===== config.mk =====
export PLATFORM = sky130hd
export DESIGN_NAME = text_banner_renderer
export DESIGN_NICKNAME = d
export VERILOG_FILES = /design/src/rtl/text_banner_renderer.sv
export SDC_FILE = /design/constraint.sdc
export NUM_CORES = 1
export LEC_CHECK = 0
export ABC_AREA = 1
export CORE_MARGIN = 2
export CORE_UTILIZATION = 34
export DETAILED_ROUTE_END_ITERATION = 7
export HOLD_SLACK_MARGIN = 0.1
export PLACE_DENSITY = 0.55
export SLEW_MARGIN = 20
export SYNTH_ARGS = -nofsm -noshare
export SYNTH_HDL_FRONTEND = slang
export SYNTH_SLANG_ARGS = --single-unit

===== constraint.sdc =====
create_clock -name clk -period 12.1 [get_ports clk]
set_clock_uncertainty 0.1 [all_clocks]
set_input_delay 2.42 -clock clk [delete_from_list [all_inputs] [get_ports clk]]
set_output_delay 2.42 -clock clk [all_outputs]
set_load 0.01 [all_outputs]

===== src/rtl/text_banner_renderer.sv =====
// Runtime-writable LINES x COLS letter grid mapped onto the scan position; TEXT_BLINK_EN adds frame-based blinking.
// Lookup latency 2 cycles; no backpressure (one lookup per pixel clock), grid writes dropped while clearing.
module text_banner_renderer #(
    parameter int GLYPH        = 50,
    parameter int ORIGIN_X     = 170,
    parameter int ORIGIN_Y     = 190,
    parameter int COLS         = 4,
    parameter int LINES        = 3,
    parameter int BLINK_FRAMES = 30,
    localparam int DEPTH       = COLS * LINES,
    localparam int AW          = $clog2(DEPTH)
) (
    input  logic          clk,
    input  logic          reset,
    input  logic [8:0]    row,
    input  logic [9:0]    col,
    input  logic          msg_we,
    input  logic [AW-1:0] msg_addr,
    input  logic [4:0]    msg_data,
    input  logic          clear_req,
    input  logic          frame_tick,
    output logic          busy,
    output logic [4:0]    letter,
    output logic [12:0]   pixel,
    output logic          valid
);
    localparam int X_END = ORIGIN_X + COLS * GLYPH;
    localparam int Y_END = ORIGIN_Y + LINES * GLYPH;
    localparam logic [4:0] BLANK = 5'd31;

    typedef enum logic {IDLE, CLEAR} state_t;

    state_t        state;
    logic [AW-1:0] ptr;
    logic [4:0]    mem [DEPTH];

    always_ff @(posedge clk) begin
        if (reset) begin
            state <= CLEAR;
            ptr   <= '0;
            busy  <= 1'b1;
        end else begin
            case (state)
                CLEAR: begin
                    if (ptr == AW'(DEPTH - 1)) begin
                        state <= IDLE;
                        busy  <= 1'b0;
                        ptr   <= '0;
                    end else begin
                        ptr <= ptr + AW'(1);
                    end
                end
                default: begin
                    if (clear_req) begin
                        state <= CLEAR;
                        ptr   <= '0;
                        busy  <= 1'b1;
                    end
                end
            endcase
        end
    end

    // A pending clear beats a host write landing in the same cycle.
    always_ff @(posedge clk) begin
        if (!reset) begin
            if (state == CLEAR)
                mem[ptr] <= BLANK;
            else if (msg_we && !clear_req && (32'(msg_addr) < DEPTH))
                mem[msg_addr] <= msg_data;
        end
    end

    logic [31:0] col_w, row_w, rx, ry, cx, cy, px, py;
    logic        in_grid;

    always_comb begin
        col_w   = 32'(col);
        row_w   = 32'(row);
        rx      = col_w - ORIGIN_X;
        ry      = row_w - ORIGIN_Y;
        cx      = rx / GLYPH;
        cy      = ry / GLYPH;
        px      = rx % GLYPH;
        py      = ry % GLYPH;
        in_grid = (col_w >= ORIGIN_X) && (col_w < X_END) &&
                  (row_w >= ORIGIN_Y) && (row_w < Y_END);
    end

    logic        s1_in;
    logic [4:0]  s1_letter;
    logic [12:0] s1_pixel;

    // Grid is read in stage 1 so a write is seen by the next cycle's lookup, not the same one.
    always_ff @(posedge clk) begin
        if (reset) begin
            s1_in     <= 1'b0;
            s1_letter <= BLANK;
            s1_pixel  <= '0;
        end else begin
            s1_in     <= in_grid;
            s1_letter <= in_grid ? mem[AW'(cy * COLS + cx)] : BLANK;
            s1_pixel  <= in_grid ? 13'(py * GLYPH + px) : 13'd0;
        end
    end

    logic blink_on;

`ifdef TEXT_BLINK_EN
    localparam int CW = $clog2(BLINK_FRAMES + 1);
    logic [CW-1:0] blink_cnt;

    always_ff @(posedge clk) begin
        if (reset || clear_req) begin
            blink_cnt <= '0;
            blink_on  <= 1'b1;
        end else if (frame_tick) begin
            if (blink_cnt == CW'(BLINK_FRAMES - 1)) begin
                blink_cnt <= '0;
                blink_on  <= ~blink_on;
            end else begin
                blink_cnt <= blink_cnt + CW'(1);
            end
        end
    end
`else
    logic unused_blink;
    assign unused_blink = frame_tick ^ (BLINK_FRAMES == 0);
    assign blink_on     = 1'b1;
`endif

    always_ff @(posedge clk) begin
        if (reset) begin
            letter <= BLANK;
            pixel  <= '0;
            valid  <= 1'b0;
        end else begin
            letter <= s1_letter;
            pixel  <= s1_pixel;
            valid  <= s1_in && (s1_letter != BLANK) && blink_on;
        end
    end
endmodule


==> results of run 1 <==
## area by class of cell
cell class / count / share of cell area (%)
well taps: 280 / 4.08
inverters: 156 / 6.85
flip-flops and latches: 104 / 31.2
clock buffers: 9 / 2.62
repair buffers: 52 / 6.03
multi-input cells: 661 / 48.3
clock inverters: 7 / 0.918
## metrics by stage
step / hold WS [ns] / util [%] / cell area [µm²] / setup slack (ns)
floorplan: 0.288 / - / 7490 / 3.50
global placement: 0.290 / 38.2 / 8280 / 2.02
detailed placement: 0.295 / 38.2 / 8280 / 1.97
CTS: 0.306 / 39.6 / 8590 / 2.30
global route: 0.312 / 39.6 / 8590 / 1.47
finish: 0.300 / 39.6 / 8590 / 2.33
## routing by layer
| metal | vias to the layer above | wire length (µm) | global-route usage (%) |
|---|---|---|---|
| met4 | 0 | 94 | 2.67 |
| met1 | 2709 | 7350 | 17.6 |
| met3 | 10 | 405 | 2.50 |
| met2 | 43 | 8050 | 26.2 |
| li1 | 3155 | - | - |
| met5 | - | 0 | 0 |
## synthesized netlist by cell type, drive strengths merged
library cell	instances
a31oi	3
nor2	96
o21bai	3
xnor2	9
o21a	3
a221oi	1
o22ai	1
a21oi	42
o211ai	20
a2111oi	1
buf	7
dfxtp	44
a21o	2
o32ai	2
nand3	80
nand2	226
edfxtp	60
clkbuf	8
xor2	20
a31o	1
nor3	9
or2	16
o21ai	56
clkinv	1
nand4	11
inv	155
ha	46
o221ai	1
fa	7
nand3b	4
and2	1
## sequential cells by signal, indices dropped and copies added (netlist names)
register   flops
busy           1
letter         5
mem           60
pixel         13
ptr            4
s1_in          1
s1_letter      5
s1_pixel      13
state          1
valid          1
## worst paths after layout
check | from | to | slack (ns)
setup / recovery | row[1] | s1_pixel[12] | 2.33
hold / removal | s1_pixel[12] | pixel[12] | 0.30
setup reg to reg | state | mem[8][1] | 9.37
hold reg to reg | s1_pixel[12] | pixel[12] | 0.30
## logic make-up after synthesis
family,count (synthesis),synth area share (%)
buffers and inverters,171,8.81
AND/OR/NAND/NOR,443,31.4
AO/OA/AOI/OAI,136,10.9
flip-flops,104,35.8
adder cells (fa/ha/maj),53,9.56
XOR/XNOR,29,3.49
## critical path: cells and delay by family
kind	cells	cell delay, ns
and+or+nand+nor	25	2.47
AOI/OAI and AO/OA	8	1.80
adders and majority gates	5	1.63
buffers and inverters	8	1.08
xor gates and xnor gates	3	0.49
==> impl_metrics.ini, run 1 <==
[yosys]
netlist.area_leader.share_pct = 24.1
synth_area_leaders = edfxtp_1, dfxtp_1, nand2_1, ha_1, inv_1
syn-cell-area_mm2 = 0.00749
postSynthAreaPerCell_um2 = 8.00
ys_seq_elements = 104
synth_cells = 936
ys_seq_area_share_pct = 35.8
synth_cell_types = 50
yosysWarnings = 0
syn_nets = 1022
yosysTopAreaCell = edfxtp_1

[grt]
grt_remaining_overflow = 0
grt_use_total_pct = 14.3
grt_max_degree = 36
grt_first_pass_wirelength_um = 27400
grt_pass1_vias = 5773
antenna_found_initial = 0

[cts]
cts-hold-fix-buffers = 0
postCtsSetupRepairBufs = 0
clockRootBuffer = clkbuf_16
clock_path_buffers = 2
cts_made_buffers = 9
cts_tree = yes
cts_resized = 0
clock_sinks = 104
clkTransAtPathRegs_ns = 0.07
htreeDepth = 3
clk_latency_ns = 0.36

[run_status]
outcome = complete, no violations

[detailed_routing]
ant_nets = 0
vias_per_cell = 4.66
drt_wl_total_um = 15900
drtPass1Iterations = 5
drt_iter0_markers = 265
drc = 0
wire_per_inst_um = 12.5
vias = 5917

[timing]
finalCritPeriodShare_pct = 80.8
worst_slew_margin_rel_pct = 55.6
setup_viol = 0
fmax_ghz = 0.102
tns_ns = 0
finalCriticalPeriod_ns = 9.77
tightest_slew_ns = 0.649
slew_viol_final = 0
rsz0062_at_grt = false
hold_viol = 0

[placement]
dp.cells = 1253
gp_congestion = 0.848
dp_hpwl_um = 12300
port-buffer-count = 51

[layout]
final_cells = 1269
final_common_cell = nand2_1
layout_common_cells = nand2_1, inv_1, nor2_1
regArea_mm2 = 0.00268
n_antenna_cell = 0
nFillCells = 2239
multiInputGateArea_mm2 = 0.00414
nets = 1070
syn_to_final_growth_pct = 14.7
drive_above_1_share_pct = 15.6

[hold_path]
hp-class = reg -> reg
hold_path_depth = 2

[run]
maxCapViolCount = 0

[die]
die_area_mm2 = 0.0232
die_y_um = 152
start_util_pct = 34.5
io_pins = 53
rows = 54
core_mm2 = 0.0217
fp.dieW_um = 152

[critical_path]
start_kind = input port
crit_required_ns = 12.25
reg2reg_depth = 9
crit_path_end_kind = register
crit_fanout = 9
crit_arrival_ns = 9.92
path_class = in -> reg
cpMostUsedCell = nand2_1
crit_slowest_cell = clkdlybuf4s50_1
cpPeakStageDelay_ns = 0.67
Power of run 1 is not shown: default switching activity piles up to over one toggle a cycle in this logic, so the estimate is an artifact.
==> run 2, diff against run 1 <==
- clock period: 12.1 -> 10.1 ns (I/O delays scaled with it)
==> impl_metrics.ini, run 2 (same netlist as run 1, synthesis figures left out) <==
[layout]
final_common_cell = nand2_1
drive_above_1_share_pct = 15.7
largest_register = mem
final_cells = 1272
regArea_mm2 = 0.00268
syn_to_final_growth_pct = 14.9
fin_util_pct = 39.7
top_regs = mem x60, pixel x13, s1_pixel x13
n_antenna_cell = 0
multiInputGateArea_mm2 = 0.00415
largest_reg_flops = 60
layout_common_cells = nand2_1, inv_1, nor2_1
nFillCells = 2226
nets = 1073

[cts]
cts_tree = yes
clockRootBuffer = clkbuf_16
clkTransAtPathRegs_ns = 0.07
cts-hold-fix-buffers = 0
htreeDepth = 3
clock_sinks = 104
clock_path_buffers = 2
clk_latency_ns = 0.36
cts_made_buffers = 9
postCtsSetupRepairBufs = 0

[timing]
hold-worst-slack_ns = 0.303
tightest_slew_ns = 0.610
finalCriticalPeriod_ns = 9.17
worst_slew_margin_rel_pct = 59.2
fmax_ghz = 0.109
setup_viol = 0
hold_viol = 0
slew_viol_final = 0
rsz0062_at_grt = false
finalCritPeriodShare_pct = 90.8
tns_ns = 0

[critical_path]
crit_path_end_kind = register
crit_fanout = 9
crit_required_ns = 10.25
reg2reg_slack_ns = 7.42
crit_arrival_ns = 9.32
reg2reg_depth = 9
path_class = in -> reg
cpMostUsedCell = nand2_1
r2r-end = mem[5][3]
start_kind = input port
crit_slowest_cell = clkdlybuf4s50_1
rr_startpoint = state
cpPeakStageDelay_ns = 0.56

[grt]
grt_max_degree = 34
grt_use_total_pct = 14.1
grt_pass1_vias = 5763
grt_first_pass_wirelength_um = 27200
grt_remaining_overflow = 0
antenna_found_initial = 0

[run_status]
outcome = complete, no violations

[hold_path]
hold_start = s1_pixel[8]
hold_path_depth = 2
hold-path-endpoint = pixel[8]
hp-class = reg -> reg

[die]
fp.dieW_um = 152
core_mm2 = 0.0217
die_area_mm2 = 0.0232
rows = 54
die_y_um = 152
io_pins = 53
start_util_pct = 34.5

[placement]
port-buffer-count = 51
gp_congestion = 0.819
dp_hpwl_um = 12300
dp.cells = 1256

[detailed_routing]
drt_wl_total_um = 15900
drc = 0
wire_per_inst_um = 12.5
ant_nets = 0
vias = 5885
vias_per_cell = 4.63
drt_iter0_markers = 246
drtPass1Iterations = 5

[run]
maxCapViolCount = 0
-- run 2: worst max path at each step --
stage,from,end,depth (start not counted)
after global routing,row[2],s1_pixel[12],57
after CTS,row[2],s1_pixel[12],55
final,row[2],s1_pixel[12],55
after detailed placement,row[2],s1_pixel[12],55
after floorplan,row[1],s1_pixel[12],57
after global placement,row[2],s1_pixel[12],49
-- run 2: per-stage QoR --
stage | area [µm²] | worst slack [ns]
floorplan | 7490 | 1.90
global placement | 8310 | 0.561
detailed placement | 8310 | 0.529
CTS | 8600 | 0.866
global route | 8600 | 0.00135
finish | 8600 | 0.925
-- run 2: final cells by class --
| type | instances | area share, % |
|---|---|---|
| timing repair buffer | 55 | 6.28 |
| multi-input combinational | 661 | 48.2 |
| clock buffer | 9 | 2.62 |
| inverter | 156 | 6.84 |
| clock inverter | 7 | 0.800 |
| tap | 280 | 4.07 |
| sequential | 104 | 31.2 |
-- run 2: what timing repair did --
action                                  CTS  global route
endpoints found under the setup margin    0             1
gates resized for setup                   0             1
endpoints found under the hold margin     0             0
-- run 2: routing by layer --
metal | global-route usage (%) | vias up | wire, µm
li1 | - | 3156 | -
met1 | 17.9 | 2657 | 7440
met2 | 24.9 | 53 | 7770
met3 | 2.22 | 19 | 394
met4 | 4.09 | 0 | 258
met5 | 0 | - | 0
-- run 2: critical path, delay by kind of cell --
family | cells | cell delay (ns)
buf+inv | 9 | 1.02
simple gates | 30 | 2.84
fa+ha+maj | 5 | 1.63
xor+xnor | 3 | 0.48
compound gates | 8 | 1.31
Power of run 2 is left out for the same reason.
